<file path="src/rtl/mmc_pkg.sv">
// Shared types and constants for the MMC controller: response receiver state
// encoding, frame lengths and the CRC7 polynomial.
package mmc_pkg;
  typedef enum logic [1:0] {
    ST_IDLE       = 2'd0,
    ST_WAIT_START = 2'd1,
    ST_RECV       = 2'd2,
    ST_FINISH     = 2'd3
  } rx_state_e;

  localparam int          RSP_SHORT_BITS = 48;
  localparam int          RSP_LONG_BITS  = 136;
  localparam logic [6:0]  CRC7_POLY      = 7'h09;
  localparam int          NCR_DEFAULT    = 64;

  function automatic logic [6:0] crc7_step(logic [6:0] crc, logic b);
    logic fb;
    fb = crc[6] ^ b;
    return {crc[5:0], 1'b0} ^ (fb ? CRC7_POLY : 7'h00);
  endfunction
endpackage

</file>
<file path="src/rtl/mmc_rsp_rx_if.sv">
// Control/data bundle between the MMC controller core and the response receiver.
interface mmc_rsp_rx_if;
  logic       start;
  logic       long_rsp;
  logic       crc_en;
  logic       bit_strobe;
  logic       cmd_i;
  logic       busy;
  logic [7:0] byte_data;
  logic       byte_vld;
  logic       rsp_done;
  logic       timeout;
  logic       crc_err;
  logic       frame_err;

  modport master (
    output start, long_rsp, crc_en, bit_strobe, cmd_i,
    input  busy, byte_data, byte_vld, rsp_done, timeout, crc_err, frame_err
  );
  modport slave (
    input  start, long_rsp, crc_en, bit_strobe, cmd_i,
    output busy, byte_data, byte_vld, rsp_done, timeout, crc_err, frame_err
  );
endinterface

</file>
<file path="src/rtl/mmc_crc7.sv">
// Serial CRC7 (x^7+x^3+1) accumulator; also used by the command transmitter.
module mmc_crc7
  import mmc_pkg::*;
(
  input  logic       clk,
  input  logic       rst,
  input  logic       clr,
  input  logic       en,
  input  logic       din,
  output logic [6:0] crc
);
  logic [6:0] crc_q, crc_d;

  always_comb begin
    crc_d = crc_q;
    if (clr)     crc_d = 7'h00;
    else if (en) crc_d = crc7_step(crc_q, din);
  end

  always_ff @(posedge clk) begin
    if (rst) crc_q <= 7'h00;
    else     crc_q <= crc_d;
  end

  assign crc = crc_q;
endmodule

</file>
<file path="src/rtl/mmc_rsp_rx.sv">
// MMC/SD response receiver: hunts the start bit within NCR, shifts in an R1..R7
// (48-bit) or R2 (136-bit) frame, streams bytes and checks CRC7/end/transmission bits.
module mmc_rsp_rx
  import mmc_pkg::*;
#(
  parameter int NCR_MAX = NCR_DEFAULT
) (
  input  logic         clk,
  input  logic         rst,
  mmc_rsp_rx_if.slave  bus
);
  localparam logic [7:0] NCR_LIM = 8'(NCR_MAX);

  rx_state_e  state_q, state_d;
  logic [7:0] ncr_q, ncr_d;
  logic [7:0] bit_cnt_q, bit_cnt_d;
  logic [7:0] sr_q, sr_d;
  logic [7:0] byte_data_q, byte_data_d;
  logic       byte_vld_q, byte_vld_d;
  logic       long_q, long_d;
  logic       crcen_q, crcen_d;
  logic       timeout_q, timeout_d;
  logic       crc_err_q, crc_err_d;
  logic       frame_err_q, frame_err_d;

  logic       crc_clr, crc_upd, shift;
  logic [6:0] crc;
  logic [7:0] cnt_nxt, last_cnt;

  mmc_crc7 u_crc (
    .clk (clk),
    .rst (rst),
    .clr (crc_clr),
    .en  (crc_upd),
    .din (bus.cmd_i),
    .crc (crc)
  );

  always_comb begin
    state_d     = state_q;
    ncr_d       = ncr_q;
    bit_cnt_d   = bit_cnt_q;
    sr_d        = sr_q;
    byte_data_d = byte_data_q;
    byte_vld_d  = 1'b0;
    long_d      = long_q;
    crcen_d     = crcen_q;
    timeout_d   = timeout_q;
    crc_err_d   = crc_err_q;
    frame_err_d = frame_err_q;
    crc_clr     = 1'b0;
    crc_upd     = 1'b0;

    // cnt_nxt is the 1-based index of the bit being sampled; frame bit = last_cnt - cnt_nxt
    cnt_nxt  = (state_q == ST_WAIT_START) ? 8'd1 : bit_cnt_q + 8'd1;
    last_cnt = long_q ? 8'(RSP_LONG_BITS) : 8'(RSP_SHORT_BITS);
    shift    = bus.bit_strobe &&
               (((state_q == ST_WAIT_START) && !bus.cmd_i) || (state_q == ST_RECV));

    case (state_q)
      ST_IDLE: begin
        if (bus.start) begin
          state_d     = ST_WAIT_START;
          timeout_d   = 1'b0;
          crc_err_d   = 1'b0;
          frame_err_d = 1'b0;
          long_d      = bus.long_rsp;
          crcen_d     = bus.crc_en;
          ncr_d       = 8'd0;
          bit_cnt_d   = 8'd0;
          sr_d        = 8'd0;
          crc_clr     = 1'b1;
        end
      end
      ST_WAIT_START: begin
        if (bus.bit_strobe) begin
          if (!bus.cmd_i) begin
            state_d   = ST_RECV;
            bit_cnt_d = 8'd1;
          end else begin
            ncr_d = ncr_q + 8'd1;
            if (ncr_q + 8'd1 == NCR_LIM) begin
              state_d   = ST_FINISH;
              timeout_d = 1'b1;
            end
          end
        end
      end
      ST_RECV: begin
        if (bus.bit_strobe) begin
          bit_cnt_d = cnt_nxt;
          // transmission bit is the second bit of either frame length
          if (cnt_nxt == 8'd2 && bus.cmd_i) frame_err_d = 1'b1;
          if (cnt_nxt == last_cnt) begin
            state_d = ST_FINISH;
            if (!bus.cmd_i) frame_err_d = 1'b1;
            // sr_q[6:0] holds frame bits 7..1 when the end bit arrives
            if (crcen_q && (crc != sr_q[6:0])) crc_err_d = 1'b1;
          end
        end
      end
      ST_FINISH: state_d = ST_IDLE;
      default:   state_d = ST_IDLE;
    endcase

    if (shift) begin
      sr_d    = {sr_q[6:0], bus.cmd_i};
      crc_upd = long_q ? (cnt_nxt >= 8'd9 && cnt_nxt <= 8'd128) : (cnt_nxt <= 8'd40);
      if (cnt_nxt[2:0] == 3'd0) begin
        byte_data_d = {sr_q[6:0], bus.cmd_i};
        byte_vld_d  = 1'b1;
      end
    end
  end

  always_ff @(posedge clk) begin
    if (rst) begin
      state_q     <= ST_IDLE;
      ncr_q       <= 8'd0;
      bit_cnt_q   <= 8'd0;
      sr_q        <= 8'd0;
      byte_data_q <= 8'd0;
      byte_vld_q  <= 1'b0;
      long_q      <= 1'b0;
      crcen_q     <= 1'b0;
      timeout_q   <= 1'b0;
      crc_err_q   <= 1'b0;
      frame_err_q <= 1'b0;
    end else begin
      state_q     <= state_d;
      ncr_q       <= ncr_d;
      bit_cnt_q   <= bit_cnt_d;
      sr_q        <= sr_d;
      byte_data_q <= byte_data_d;
      byte_vld_q  <= byte_vld_d;
      long_q      <= long_d;
      crcen_q     <= crcen_d;
      timeout_q   <= timeout_d;
      crc_err_q   <= crc_err_d;
      frame_err_q <= frame_err_d;
    end
  end

  assign bus.busy      = (state_q != ST_IDLE);
  assign bus.rsp_done  = (state_q == ST_FINISH);
  assign bus.byte_data = byte_data_q;
  assign bus.byte_vld  = byte_vld_q;
  assign bus.timeout   = timeout_q;
  assign bus.crc_err   = crc_err_q;
  assign bus.frame_err = frame_err_q;
endmodule

</file>
<file path="src/flat_wrapper.sv">
// flat-port wrapper written by rule: the top's interface ports become plain ports
module mmc_rsp_rx_flat import mmc_pkg::*;
#(
  parameter int NCR_MAX = NCR_DEFAULT
)
  (clk, rst, bus_start, bus_long_rsp, bus_crc_en, bus_bit_strobe, bus_cmd_i, bus_busy, bus_byte_data, bus_byte_vld, bus_rsp_done, bus_timeout, bus_crc_err, bus_frame_err);
  mmc_rsp_rx_if bus_i ();
  input  logic clk;
  input  logic rst;
  input wire logic [$bits(bus_i.start)-1:0] bus_start;
  input wire logic [$bits(bus_i.long_rsp)-1:0] bus_long_rsp;
  input wire logic [$bits(bus_i.crc_en)-1:0] bus_crc_en;
  input wire logic [$bits(bus_i.bit_strobe)-1:0] bus_bit_strobe;
  input wire logic [$bits(bus_i.cmd_i)-1:0] bus_cmd_i;
  output wire logic [$bits(bus_i.busy)-1:0] bus_busy;
  output wire logic [$bits(bus_i.byte_data)-1:0] bus_byte_data;
  output wire logic [$bits(bus_i.byte_vld)-1:0] bus_byte_vld;
  output wire logic [$bits(bus_i.rsp_done)-1:0] bus_rsp_done;
  output wire logic [$bits(bus_i.timeout)-1:0] bus_timeout;
  output wire logic [$bits(bus_i.crc_err)-1:0] bus_crc_err;
  output wire logic [$bits(bus_i.frame_err)-1:0] bus_frame_err;
  assign bus_i.start = bus_start;
  assign bus_i.long_rsp = bus_long_rsp;
  assign bus_i.crc_en = bus_crc_en;
  assign bus_i.bit_strobe = bus_bit_strobe;
  assign bus_i.cmd_i = bus_cmd_i;
  assign bus_busy = bus_i.busy;
  assign bus_byte_data = bus_i.byte_data;
  assign bus_byte_vld = bus_i.byte_vld;
  assign bus_rsp_done = bus_i.rsp_done;
  assign bus_timeout = bus_i.timeout;
  assign bus_crc_err = bus_i.crc_err;
  assign bus_frame_err = bus_i.frame_err;
  mmc_rsp_rx #(.NCR_MAX(NCR_MAX)) u_core (.clk(clk), .rst(rst), .bus(bus_i));
endmodule
</file>
<file path="config.mk">
export PLATFORM = sky130hd
export DESIGN_NAME = mmc_rsp_rx_flat
export DESIGN_NICKNAME = d
export VERILOG_FILES = /design/src/rtl/mmc_pkg.sv /design/src/rtl/mmc_rsp_rx_if.sv /design/src/rtl/mmc_crc7.sv /design/src/rtl/mmc_rsp_rx.sv /design/src/flat_wrapper.sv
export SDC_FILE = /design/constraint.sdc
export NUM_CORES = 1
export LEC_CHECK = 0
export CAP_MARGIN = 20
export CORE_ASPECT_RATIO = 0.7
export CORE_UTILIZATION = 45
export CTS_CLUSTER_SIZE = 40
export DETAILED_ROUTE_END_ITERATION = 7
export GPL_TIMING_DRIVEN = 0
export MAX_ROUTING_LAYER = met4
export PLACE_DENSITY = 0.63
export SLEW_MARGIN = 10
export SYNTH_ARGS = -nofsm -noshare
export SYNTH_HDL_FRONTEND = slang
export SYNTH_HIERARCHICAL = 1
export SYNTH_SLANG_ARGS = --single-unit
</file>
<file path="constraint.sdc">
create_clock -name clk -period 3.61 [get_ports clk]
set_clock_uncertainty 0.15 [all_clocks]
set_input_delay 0.722 -clock clk [delete_from_list [all_inputs] [get_ports clk]]
set_output_delay 0.722 -clock clk [all_outputs]
set_load 0.01 [all_outputs]
</file>
# Yosys cells after proc, flatten, opt, wreduce, memory -nomap -nowiden
# Cells that the tools add are included.
# classes
addsub	2
n_mul	0
n_div	0
n_lt_le_gt_ge	3
n_eq_ne	16
shift	0
mux	39
bitwise	3
reduce_logical	26
# op_table
cell	n
8-bit 2-to-1 mux	8
8-bit one-hot mux with 3 select lines	1
5-bit AND reduction	4
8-bit by 1-bit adder with 8-bit output (second input constant)	2
1-bit 2-to-1 mux	16
2-bit inequality test (second input constant)	8
8-bit one-hot mux with 2 select lines	1
7-bit 2-to-1 mux	2
2-bit 2-to-1 mux	6
2-bit nonzero test	5
8-bit by 2-bit == test with 1-bit output (second input constant)	1
8-bit by 7-bit == test with 1-bit output (second input constant)	1
8-bit == test	1
8-bit by 4-bit >= comparator with 1-bit output (second input constant)	1
8-bit by 6-bit <= comparator with 1-bit output (second input constant)	1
8-bit <= comparator (second input constant)	1
2-bit one-hot mux with 4 select lines	1
7-bit inequality test	1
7-bit by 4-bit XOR with 7-bit output	1
1-bit one-hot mux with 2 select lines	3
2-bit AND reduction	3
1-bit logical AND	5
2-bit == test (second input constant)	2
4-bit 2-to-1 mux	1
other kinds (12)	13
# word_totals
regBits	46
latchBits	0
ram_bits	0
rom_bits	0
output_inout_bits	14
mem_count	0

# Logic depth before layout (Yosys ltp)
# logic_depth
depth_word	9
mapped_depth	12
mapped_depth_nobuf	10

# By module
# Netlist, hierarchy kept.
# by_module_without_submodules
mod	instances	cells_per_inst	area_per_inst_um2	seq_area_each_um2
mmc_rsp_rx	1	289	2258.4	780.7
mmc_crc7	1	28	276.5	140.1

# Worst setup path before layout
# OpenSTA, ideal clock, no wires.
# synth_path
kind	register to register
start	reg u_core.bit_cnt_q[0]
end	reg u_core.u_crc.crc_q[3], in the netlist u_core/u_crc/crc[3]
arrival_ps	2823
required_time_ps	3397
path_slack_ps	574
path_stages_with_launch	13
path_buffers	3
path_cell_list	dfxtp_1 > ha_1 > buf_2 > and3_1 > buf_2 > nor4_1 > or4_1 > a21oi_1 > o21ai_1 > a21oi_1 > clkbuf_1 > or4b_1 > nand3_1
# synth_between
elab_chain_cells	6
elab_cells_between_ends	8
classes_between	add/sub: 1; order compare: 3; mux: 3; reduce/logical: 1
# synth_lines
element	line	source
start, declared	mmc_rsp_rx.sv:16	logic [7:0] bit_cnt_q, bit_cnt_d;
start signal, assigned	mmc_rsp_rx.sv:132	bit_cnt_q <= bit_cnt_d;
8-bit by 1-bit adder with 8-bit output *	mmc_rsp_rx.sv:55	cnt_nxt = (state_q == ST_WAIT_START) ? 8'd1 : bit_cnt_q + 8'd1;
8-bit 2-to-1 mux *	mmc_rsp_rx.sv:55	
8-bit by 4-bit >= comparator with 1-bit output / 8-bit <= comparator (equally long branches)	mmc_rsp_rx.sv:108	crc_upd = long_q ? (cnt_nxt >= 8'd9 && cnt_nxt <= 8'd128) : (cnt_nxt <= 8'd40);
1-bit logical AND	mmc_rsp_rx.sv:108	
1-bit 2-to-1 mux *	mmc_rsp_rx.sv:108	
1-bit 2-to-1 mux *	mmc_rsp_rx.sv:106	if (shift) begin
named net u_core.crc_upd	mmc_rsp_rx.sv:26	logic crc_clr, crc_upd, shift;
end signal, assigned	mmc_crc7.sv:22	else crc_q <= crc_d;
end, declared	mmc_crc7.sv:12	logic [6:0] crc_q, crc_d;
# Mark *: on every way through the listed nets, which the timed path passes. The rest lies on a longest branch.
# A chain may end at the register's enable or synchronous reset.

# Final worst setup path
# Same ends and word-level chain as after synthesis.

==> results.py <==
metrics = {
    "outcome": {
        "run_status": "finished, final reports clean",
    },
    "yosys": {
        "synthSimpleGateAreaFrac_pct": 28.8,
        "synth.area.mux_share_pct": 6.71,
        "synthXorXnorAreaFrac_pct": 4.15,
        "synth_nets": 330,
        "synth_edf_count": 0,
        "synth_most_common_cell": "dfxtp_1",
        "synth_compound_area_share_pct": 16.5,
        "synth_top_area_share_pct": 36.3,
        "synth_fa_ha_area_share_pct": 2.96,
        "async_reset_ff_share_pct": 0,
        "syn-cell-area_sq_um": 2530,
        "ys_warn_count": 6,
        "synth_flop_cell": "dfxtp_1",
        "avgSynthCellArea_sq_um": 8.00,
        "syn_inst": 317,
        "synth_top_area_cell": "dfxtp_1",
        "ys_seq_area_share_pct": 36.3,
        "synth.top_cells.by_area": "dfxtp_1, mux2i_1, nor2_1, a21oi_1, nand2_1",
        "yosys_register_bits": 46,
        "synth_top_family_by_area": "simple AND/OR/NAND/NOR gates",
        "synth_cell_types": 51,
        "synthTopCellsByCount": "dfxtp_1, nor2_1, a21oi_1",
    },
    "routing": {
        "routed-wl-met2_microns": 2360,
        "routed_wl_microns": 6410,
        "vias": 2337,
        "top_layer_used": "met4",
        "wire_per_inst_microns": 15.4,
        "drc_errors": 0,
        "viasPerCell": 5.60,
        "ant_nets": 0,
        "drt-met1-wl_microns": 3530,
        "firstDrtPassIters": 5,
        "dr_wl_met3_microns": 479,
        "drtIter0Drc": 203,
    },
    "clocking": {
        "path_clk_slew_ns": 0.09,
        "clock_sinks": 46,
        "cts_buffer_depth": 2,
        "cts_tree": "done",
        "cts-hold-fix-buffers": 0,
        "cts_setup_buffers": 0,
        "htree_levels": 2,
        "clock_latency_ns": 0.31,
        "cts_root_buffer": "clkbuf_8",
        "post_cts_resized": 0,
        "cts_made_buffers": 5,
    },
    "critical_path": {
        "cp-start-kind": "flop",
        "reg2reg_slack_ns": 0.34,
        "reg2reg_from": "u_core/bit_cnt_q[0]",
        "required_ns": 3.71,
        "worstPathArrival_ns": 3.37,
        "worst-setup-path-type": "reg -> reg",
        "worst-path-max-fanout": 10,
        "worstReg2RegEnd": "u_core/u_crc/crc[3]",
        "rr_worst_depth": 12,
        "crit_path_end_kind": "flop",
    },
    "pwr": {
        "powerDensity_nw_per_um2": 510,
        "ir_drop_v": 0.000229,
        "p_leak_nw": 1.10,
        "power_w": 0.00150,
    },
    "hold_path": {
        "whs_path_depth": 2,
        "min_to": "u_core/crcen_q",
        "hold_path.class": "reg -> reg",
        "hp-start": "u_core/crcen_q",
    },
    "die": {
        "placement_rows": 22,
        "initial_core_util_pct": 47.5,
        "dieArea_sq_um": 5940,
        "die_height_microns": 64.8,
        "io_pins": 21,
        "placeableCoreArea_sq_um": 5340,
        "die_w_microns": 91.7,
    },
    "final_layout": {
        "fill_cells": 529,
        "finalNetCount": 357,
        "multiInputGateArea_sq_um": 1500,
        "area_delta_synth_final_pct": 15.9,
        "fin_area_sq_um": 2940,
        "antennaDiodeCount": 0,
        "seq_area_sq_um": 921,
        "drive_gt1_share_pct": 7.25,
    },
    "timing": {
        "rsz0062_at_grt": "no",
        "drv_slew": 0,
        "fin_crit_ns": 3.27,
        "setup_viol": 0,
        "slew-limit-headroom_pct": 56.5,
        "tns_ns": 0,
        "fin_crit_sh_pct": 90.6,
        "fmaxAchievable_mhz": 306,
        "tightestPinTransition_ns": 0.653,
        "hold_violations": 0,
    },
    "grt": {
        "gr-usage-all-layers_pct": 23.1,
        "overflow": 0,
        "grt_pass1_wl_microns": 10400,
        "grt_pass1_vias": 2076,
        "grt_max_degree": 16,
        "grt_antenna_before_repair": 0,
    },
    "job": {
        "cap_violations": 0,
    },
    "place": {
        "gp_congestion": 0.851,
        "placed_area_sq_um": 2830,
        "dpl.hpwl_microns": 4700,
        "io_buffers": 20,
    },
}
==> worst max-delay path, cell delays in order, from the launching register on <==
cell and delay [ns]:
dfxtp_1 0.50, ha_1 0.19, buf_2 0.19, and3_1 0.16, buf_2 0.18, nor4_1 0.07
or4_1 0.56, a21oi_1 0.15, o21ai_1 0.08, a21oi_1 0.17, clkbuf_2 0.28, or4b_1 0.45
nand3_1 0.07
==> final cells by class <==
| type | count | share of cell area (%) |
|---|---|---|
| Multi-Input combinational cell | 244 | 51.0 |
| Clock inverter | 3 | 1.49 |
| Inverter | 8 | 1.02 |
| Timing Repair Buffer | 20 | 6.81 |
| Sequential cell | 46 | 31.3 |
| Buffer | 19 | 2.94 |
| Clock buffer | 5 | 2.34 |
| Tap cell | 72 | 3.07 |
==> report_power, final <==
group / switching [W] / internal [W]
logic: 0.000359 / 0.000181
registers: 0.0000328 / 0.000532
clock network: 0.000187 / 0.000208
total: 0.000579 / 0.000920
==> worst max-delay path by stage <==
stage / start / to / slack [ns] / depth (start not counted)
6_report: u_core/bit_cnt_q[0] / u_core/u_crc/crc[3] / 0.34 / 12
3_5_place_dp: u_core/bit_cnt_q[0] / u_core/u_crc/crc[3] / 0.22 / 12
5_1_grt: u_core/bit_cnt_q[0] / u_core/u_crc/crc[3] / 0.10 / 12
2_1_floorplan: u_core/bit_cnt_q[0] / u_core/u_crc/crc[3] / 0.57 / 12
4_1_cts: u_core/bit_cnt_q[0] / u_core/u_crc/crc[3] / 0.19 / 12
3_3_place_gp: u_core/bit_cnt_q[0] / u_core/u_crc/crc[3] / 0.21 / 12
==> routing by layer <==
| layer | vias up | global-route usage [%] |
|---|---|---|
| li1 | 1177 | - |
| met1 | 1062 | 36.4 |
| met2 | 92 | 29.6 |
| met3 | 6 | 3.99 |
| met4 | 0 | 5.27 |
| met5 | - | - |
==> cells by family (layout without fill, tap and decap cells) <==
group	count (synthesis)	count (layout)
flip-flops	46	46
XOR/XNOR	12	12
AND/OR/NAND/NOR	144	144
buffers and inverters	27	55
adder cells (fa/ha/maj)	6	6
multiplexers	17	17
AO/OA/AOI/OAI	65	65
==> layout by cell type (no fill, tap or decap), drive strengths merged, types with 6 or more instances in the layout <==
cell | netlist | layout
a21oi | 30 | 30
buf | 8 | 8
nor3 | 7 | 7
nor2 | 44 | 44
dfxtp | 46 | 46
nand3 | 20 | 20
o21ai | 14 | 14
inv | 8 | 9
nand4 | 6 | 6
xor2 | 7 | 7
nand2 | 28 | 28
clkbuf | 11 | 16
ha | 6 | 6
clkdlybuf4s50 | 0 | 20
nor4 | 7 | 7
mux2i | 17 | 17
==> sequential cells by signal (all words and copies together), names as in the netlist, 2 cells and up <==
name                  flops
u_core/state_q            2
u_core/sr_q               7
u_core/u_crc/crc          7
u_core/bus.byte_data      8
u_core/bit_cnt_q          8
u_core/ncr_q              8
==> through the flow <==
step / instances / setup WS [ns] / utilization, % / hold WS (ns)
6_report: 417 / 0.341 / 55.0 / 0.315
5_1_grt: 417 / 0.100 / 55.0 / 0.348
4_1_cts: 417 / 0.188 / 55.0 / 0.318
3_5_place_dp: 409 / 0.222 / 52.9 / 0.305
3_3_place_gp: 409 / 0.207 / 52.9 / 0.296
2_1_floorplan: 317 / 0.574 / - / 0.287
Power figures use the tool's default switching activity.
